[config.mk]
export PLATFORM = sky130hd
export DESIGN_NAME = keypad_emulator
export DESIGN_NICKNAME = d
export VERILOG_FILES = /design/src/rtl/keypad_pkg.sv /design/src/rtl/bounce_lfsr.sv /design/src/rtl/keypad_emulator.sv
export SDC_FILE = /design/constraint.sdc
export NUM_CORES = 1
export LEC_CHECK = 0
export CORE_MARGIN = 4
export CORE_UTILIZATION = 40
export CTS_BUF_LIST = sky130_fd_sc_hd__clkbuf_16
export DETAILED_ROUTE_END_ITERATION = 16
export GPL_ROUTABILITY_DRIVEN = 0
export PLACE_DENSITY = 0.61
export SLEW_MARGIN = 20
export SYNTH_ARGS = -nofsm -noshare
export SYNTH_HDL_FRONTEND = slang
export SYNTH_SLANG_ARGS = --single-unit
[constraint.sdc]
create_clock -name clk -period 2.79 [get_ports clk]
set_clock_uncertainty 0.15 [all_clocks]
set_input_delay 0.837 -clock clk [delete_from_list [all_inputs] [get_ports clk]]
set_output_delay 0.837 -clock clk [all_outputs]
set_load 0.1 [all_outputs]
[src/rtl/keypad_pkg.sv]
// ============================================================================
// Module  : keypad_pkg
// Purpose : Shared keypad state encoding, key codes and code-to-position map.
// Rev     : 1.0  initial release
// ============================================================================
`default_nettype none

package keypad_pkg;

  typedef enum logic [2:0] {
    IDLE       = 3'd0,
    BOUNCE_IN  = 3'd1,
    HOLD       = 3'd2,
    BOUNCE_OUT = 3'd3,
    GAP        = 3'd4
  } kp_state_t;

  localparam logic [3:0] KEY_0    = 4'h0;
  localparam logic [3:0] KEY_1    = 4'h1;
  localparam logic [3:0] KEY_2    = 4'h2;
  localparam logic [3:0] KEY_3    = 4'h3;
  localparam logic [3:0] KEY_4    = 4'h4;
  localparam logic [3:0] KEY_5    = 4'h5;
  localparam logic [3:0] KEY_6    = 4'h6;
  localparam logic [3:0] KEY_7    = 4'h7;
  localparam logic [3:0] KEY_8    = 4'h8;
  localparam logic [3:0] KEY_9    = 4'h9;
  localparam logic [3:0] KEY_A    = 4'hA;
  localparam logic [3:0] KEY_B    = 4'hB;
  localparam logic [3:0] KEY_C    = 4'hC;
  localparam logic [3:0] KEY_D    = 4'hD;
  localparam logic [3:0] KEY_E    = 4'hE;
  localparam logic [3:0] KEY_F    = 4'hF;
  localparam logic [3:0] KEY_NONE = 4'hF;

  typedef struct packed {
    logic [1:0] col;
    logic [1:0] row;
    logic       valid;
  } key_pos_t;

  // Matrix position of a key; F has no physical key and reports valid=0.
  function automatic key_pos_t key_map(input logic [3:0] code);
    key_pos_t pos;
    pos = '{col: 2'd0, row: 2'd0, valid: 1'b0};
    case (code)
      KEY_1: pos = '{col: 2'd0, row: 2'd0, valid: 1'b1};
      KEY_2: pos = '{col: 2'd1, row: 2'd0, valid: 1'b1};
      KEY_3: pos = '{col: 2'd2, row: 2'd0, valid: 1'b1};
      KEY_A: pos = '{col: 2'd3, row: 2'd0, valid: 1'b1};
      KEY_4: pos = '{col: 2'd0, row: 2'd1, valid: 1'b1};
      KEY_5: pos = '{col: 2'd1, row: 2'd1, valid: 1'b1};
      KEY_6: pos = '{col: 2'd2, row: 2'd1, valid: 1'b1};
      KEY_B: pos = '{col: 2'd3, row: 2'd1, valid: 1'b1};
      KEY_7: pos = '{col: 2'd0, row: 2'd2, valid: 1'b1};
      KEY_8: pos = '{col: 2'd1, row: 2'd2, valid: 1'b1};
      KEY_9: pos = '{col: 2'd2, row: 2'd2, valid: 1'b1};
      KEY_C: pos = '{col: 2'd3, row: 2'd2, valid: 1'b1};
      KEY_D: pos = '{col: 2'd0, row: 2'd3, valid: 1'b1};
      KEY_0: pos = '{col: 2'd1, row: 2'd3, valid: 1'b1};
      KEY_E: pos = '{col: 2'd2, row: 2'd3, valid: 1'b1};
      default: pos = '{col: 2'd0, row: 2'd0, valid: 1'b0};
    endcase
    return pos;
  endfunction

endpackage

`default_nettype wire

[src/rtl/bounce_lfsr.sv]
// ============================================================================
// Module  : bounce_lfsr
// Purpose : 16-bit Fibonacci LFSR (taps 16,14,13,11) producing contact bounce.
//           Only built when KEYPAD_BOUNCE_EN is defined.
// Rev     : 1.0  initial release
// ============================================================================
`default_nettype none

`ifdef KEYPAD_BOUNCE_EN
module bounce_lfsr (
  input  logic        clk,
  input  logic        reset,
  input  logic        enable,
  input  logic [15:0] seed,
  output logic        bit_out
);

  logic [15:0] r_lfsr;
  logic        w_fb;

  assign w_fb    = r_lfsr[15] ^ r_lfsr[13] ^ r_lfsr[12] ^ r_lfsr[10];
  assign bit_out = r_lfsr[0];

  always_ff @(posedge clk) begin
    if (reset) begin
      r_lfsr <= seed;
    end else if (enable) begin
      r_lfsr <= {r_lfsr[14:0], w_fb};
    end
  end

endmodule
`endif

`default_nettype wire

[src/rtl/keypad_emulator.sv]
// ============================================================================
// Module  : keypad_emulator
// Purpose : Keypad-side emulation of a 4x4 matrix: presses a handshaken key
//           code on the row lines. Contact bounce enabled by KEYPAD_BOUNCE_EN.
// Rev     : 1.0  initial release
// ============================================================================
`default_nettype none

module keypad_emulator
  import keypad_pkg::*;
#(
  parameter int          PRESS_CYCLES  = 2000000,
  parameter int          BOUNCE_CYCLES = 65536,
  parameter int          GAP_CYCLES    = 1048576,
  parameter logic [15:0] LFSR_SEED     = 16'hACE1
) (
  input  logic       clk,
  input  logic       reset,
  input  logic [3:0] columnas,
  input  logic [3:0] key_code,
  input  logic       key_valid,
  output logic       key_ready,
  output logic [3:0] filas,
  output logic       busy,
  output logic       done,
  output logic       err
);

  localparam int c_MAX_PB = (PRESS_CYCLES > BOUNCE_CYCLES) ? PRESS_CYCLES : BOUNCE_CYCLES;
  localparam int c_MAX    = (c_MAX_PB > GAP_CYCLES) ? c_MAX_PB : GAP_CYCLES;
  localparam int c_CNT_W  = $clog2(c_MAX + 1);

  localparam logic [c_CNT_W-1:0] c_PRESS  = c_CNT_W'(PRESS_CYCLES);
  localparam logic [c_CNT_W-1:0] c_GAP    = c_CNT_W'(GAP_CYCLES);
  localparam logic [c_CNT_W-1:0] c_ONE    = c_CNT_W'(1);
`ifdef KEYPAD_BOUNCE_EN
  localparam logic [c_CNT_W-1:0] c_BOUNCE = c_CNT_W'(BOUNCE_CYCLES);
`endif

  kp_state_t           r_state, w_state_nxt;
  logic [c_CNT_W-1:0]  r_cnt, w_cnt_nxt;
  logic [1:0]          r_col, r_row;
  logic [3:0]          r_filas;
  logic                r_done, r_err;
  logic                w_done_nxt, w_err_nxt;
  logic                w_accept, w_contact;
  logic                w_last;
  key_pos_t            w_map;

`ifdef KEYPAD_BOUNCE_EN
  logic w_lfsr_en;
  logic w_lfsr_bit;

  bounce_lfsr u_bounce_lfsr (
    .clk     (clk),
    .reset   (reset),
    .enable  (w_lfsr_en),
    .seed    (LFSR_SEED),
    .bit_out (w_lfsr_bit)
  );
`endif

  assign w_map     = key_map(key_code);
  assign w_last    = (r_cnt == c_ONE);
  assign key_ready = (r_state == IDLE) && !reset;
  assign busy      = (r_state != IDLE);
  assign filas     = r_filas;
  assign done      = r_done;
  assign err       = r_err;

  always_ff @(posedge clk) begin
    if (reset) begin
      r_state <= IDLE;
      r_cnt   <= '0;
      r_col   <= 2'd0;
      r_row   <= 2'd0;
      r_filas <= 4'b0000;
      r_done  <= 1'b0;
      r_err   <= 1'b0;
    end else begin
      r_state <= w_state_nxt;
      r_cnt   <= w_cnt_nxt;
      r_done  <= w_done_nxt;
      r_err   <= w_err_nxt;
      if (w_accept) begin
        r_col <= w_map.col;
        r_row <= w_map.row;
      end
      // Bit index 3-n of a 2-bit position is simply its complement.
      r_filas <= 4'b0000;
      if (w_contact && columnas[~r_col]) begin
        r_filas[~r_row] <= 1'b1;
      end
    end
  end

  always_comb begin
    w_state_nxt = r_state;
    w_cnt_nxt   = r_cnt;
    w_done_nxt  = 1'b0;
    w_err_nxt   = 1'b0;
    w_accept    = 1'b0;
    w_contact   = 1'b0;
`ifdef KEYPAD_BOUNCE_EN
    w_lfsr_en   = 1'b0;
`endif
    case (r_state)
      IDLE: begin
        if (key_valid) begin
          if (!w_map.valid) begin
            w_done_nxt = 1'b1;
            w_err_nxt  = 1'b1;
          end else begin
            w_accept = 1'b1;
`ifdef KEYPAD_BOUNCE_EN
            w_state_nxt = BOUNCE_IN;
            w_cnt_nxt   = c_BOUNCE;
`else
            w_state_nxt = HOLD;
            w_cnt_nxt   = c_PRESS;
`endif
          end
        end
      end
`ifdef KEYPAD_BOUNCE_EN
      BOUNCE_IN: begin
        w_contact = w_lfsr_bit;
        w_lfsr_en = 1'b1;
        if (w_last) begin
          w_state_nxt = HOLD;
          w_cnt_nxt   = c_PRESS;
        end else begin
          w_cnt_nxt = r_cnt - c_ONE;
        end
      end
`endif
      HOLD: begin
        w_contact = 1'b1;
        if (w_last) begin
`ifdef KEYPAD_BOUNCE_EN
          w_state_nxt = BOUNCE_OUT;
          w_cnt_nxt   = c_BOUNCE;
`else
          w_state_nxt = GAP;
          w_cnt_nxt   = c_GAP;
`endif
        end else begin
          w_cnt_nxt = r_cnt - c_ONE;
        end
      end
`ifdef KEYPAD_BOUNCE_EN
      BOUNCE_OUT: begin
        w_contact = w_lfsr_bit;
        w_lfsr_en = 1'b1;
        if (w_last) begin
          w_state_nxt = GAP;
          w_cnt_nxt   = c_GAP;
        end else begin
          w_cnt_nxt = r_cnt - c_ONE;
        end
      end
`endif
      GAP: begin
        if (w_last) begin
          w_state_nxt = IDLE;
          w_cnt_nxt   = '0;
          w_done_nxt  = 1'b1;
        end else begin
          w_cnt_nxt = r_cnt - c_ONE;
        end
      end
      default: begin
        w_state_nxt = IDLE;
        w_cnt_nxt   = '0;
      end
    endcase
  end

endmodule

`default_nettype wire

==> run metrics <==
synthesized net count 233; Worst-Skew Late Latency 280 ps; Seq pwr share 37.4%; DR iter-0 viols 80; asr flop ratio synth 0%; Pwr Total 1580 µW; Req. time, crit path 1800 ps; setup_tns 0 ps; mux share of post-synthesis cell area 2.91%; Port Buf Inserts 18; aggregate routed wire length 4070 µm; Synth Instances 214; Synth area leader dfxtp_1; core area 4410 µm²; top-count cell post-synth dfxtp_1; storage element area 661 µm²; FMAX 384 MHz; syn avg cell area 8.64 µm²; Combinational Power Share 30.7%; Clock Tree Root clkbuf_16; H-tree levels 2; Ys Warns 0; initial antenna violation count 0; CP Launch Type input pin; status complete, no violations; NetSw 512 µW; Critical Path AT 1620 ps; Syn-to-layout area delta 26.4%; post_cts resized 0; fin crit period 2600 ps; Initial Utilization 41.9%; WS Path Type in -> out; Setup Fix Bufs, Post-CTS 0; Max-slew headroom 67.5%; final hold vios 0; CTS hold repair buffers 0; Post-Synth XOR/XNOR Area 5.68%; DR pass1 iterations 4; Congestion Overflow GR 0; leak pwr 0.000955 µW; EDFF count, synth 0; io pins 19; Row Count 24; area of the die 5780 µm²; max_cap viols 0; clock network power share 31.9%; vias in the first global route 1,582; nets@finish 268; top-area cell type share of the netlist area 35.7%; flops & latches, synth 33; Worst VDD drop 0.254 mV; CTS Buffer Depth 2; worst-path fanout max 2; fill cell count 423; gr usage total 15.5%; Yosys cell types 49; Power Dens Cells 675 nW/µm²; sequential share of the synthesized area 35.7%; Slew Limit Fails 0; Area contributors post-synth dfxtp_1 36%, nor2_1 5.5%, ha_1 5.4%; Net Sw Frac 32.5%; fin crit share 93.4%; Finished Core Util 52.9%; Worst-path clk slew 50 ps; CTS tree done; die height 76.0 µm; Critical Path End Type output port; Multi-input gate area 1110 µm²; Main synth FF type dfxtp_1; DRC viols 0; largest net degree at the start of global routing 15; Syn Std Cell Area 1850 µm²; area share of fa/ha/maj cells after synthesis 5.41%; antenna fix cells 0; share of post-route cells with drive strength above 1 20.1%; post-route ant nets 0; top cells by count, synth 33 x dfxtp_1, 27 x nor2_1, 17 x nor3_1; first-pass GRT wire length 7450 µm; main combinational cell family by area after synthesis simple AND/OR/NAND/NOR gates; Setup-failing EPs final 0; R2R setup slack 520 ps; simple-gate share of the synthesized area 30.5%; Wirelength per Cell 13.5 µm; unrepaired setup endpoints after global routing false; clock buffer count from CTS 5; HPWL after DPL 3110 µm; Hold/Removal Path Class reg -> reg; compound-cell area share of the yosys netlist 14.7%; via/cell ratio 5.39; routed via count 1,622; Internal Dissipation 1060 µW; Die X 76.0 µm; CTS sink count 33; transition time of the tightest slew-check pin 485 ps
placed cells by master (no fill, tap or decap), types with 2 or more instances in the layout:
master	Yosys	final
dfxtp_1	33	33
nor2_1	27	25
buf_4	0	23
nor3_1	17	17
a21oi_1	12	12
nand2_1	12	12
clkdlybuf4s50_1	0	10
inv_1	7	8
o21ai_0	8	8
a211oi_1	8	8
ha_1	8	8
nand3_1	7	7
xor2_1	7	7
nor4_1	5	5
xnor2_1	5	5
clkbuf_16	0	5
and3_1	3	3
or4_1	3	3
a311oi_1	3	3
nor2b_1	3	3
o21a_1	3	3
or2_2	3	3
buf_12	0	3
nor2_4	0	2
nor4_4	2	2
mux2i_1	2	2
nor3b_1	2	2
nand4b_1	2	2
nand2b_1	2	2
o211ai_1	2	2
stage by stage:
stage                     instances  worst slack (ps)  area (µm²)  hold WS, ps
final                           301               185        2340          325
after global routing            301              85.4        2340          343
after CTS                       301              35.0        2330          323
after detailed placement        294              -167        2200          316
after global placement          294             -90.1        2200          311
after floorplan                 214               127        1860          280
cells by family (layout without fill, tap and decap cells):
kind of cell	after synthesis	after routing
DFF	33	33
adders and majority gates	8	8
and+or+nand+nor	99	99
xor gates and xnor gates	12	12
muxes	4	4
buffers and inverters	16	51
AOI/OAI and AO/OA	42	42
routing by layer:
layer  wire length (µm)  global-route usage, %  up-vias
met1               2080                   21.7      754
met5                  0                      0        -
met4                 59                   4.80        0
li1                   -                      -      844
met3                111                   4.02        6
met2               1820                   23.3       18
worst max-delay path, stage by stage:
cell and delay, ps:
clkdlybuf4s50_1 460, nor2_4 130, buf_12 180
area by class of cell:
class	count	share of cell area (%)
multi-input combinational	165	47.5
sequential	33	28.3
timing repair buffer	36	14.2
clock buffer	5	5.35
tap	52	2.78
inverter	8	1.50
clock inverter	2	0.321
path summary, 6_finish.rpt:
kind	start	to	cells past startpoint
worst max register to register	r_cnt[6]	r_cnt[15]	5
worst min register to register	r_cnt[18]	r_cnt[18]	1
worst max-delay path	reset	key_ready	3
worst min-delay path	r_cnt[18]	r_cnt[18]	1
state kept, by name, summed over array words and instances, names as in the netlist:
name,count
r_col,2
done,1
r_state,2
err,1
r_row,2
r_cnt,21
filas,4
power groups by stage:
stage	registers, µW	logic [µW]	clock network (µW)
6_report	589	484	503
5_1_grt	599	541	533
4_1_cts	589	485	518
3_5_place_dp	599	483	0
3_3_place_gp	598	480	0
2_1_floorplan	594	346	0
(Power assumes the default switching activity.)
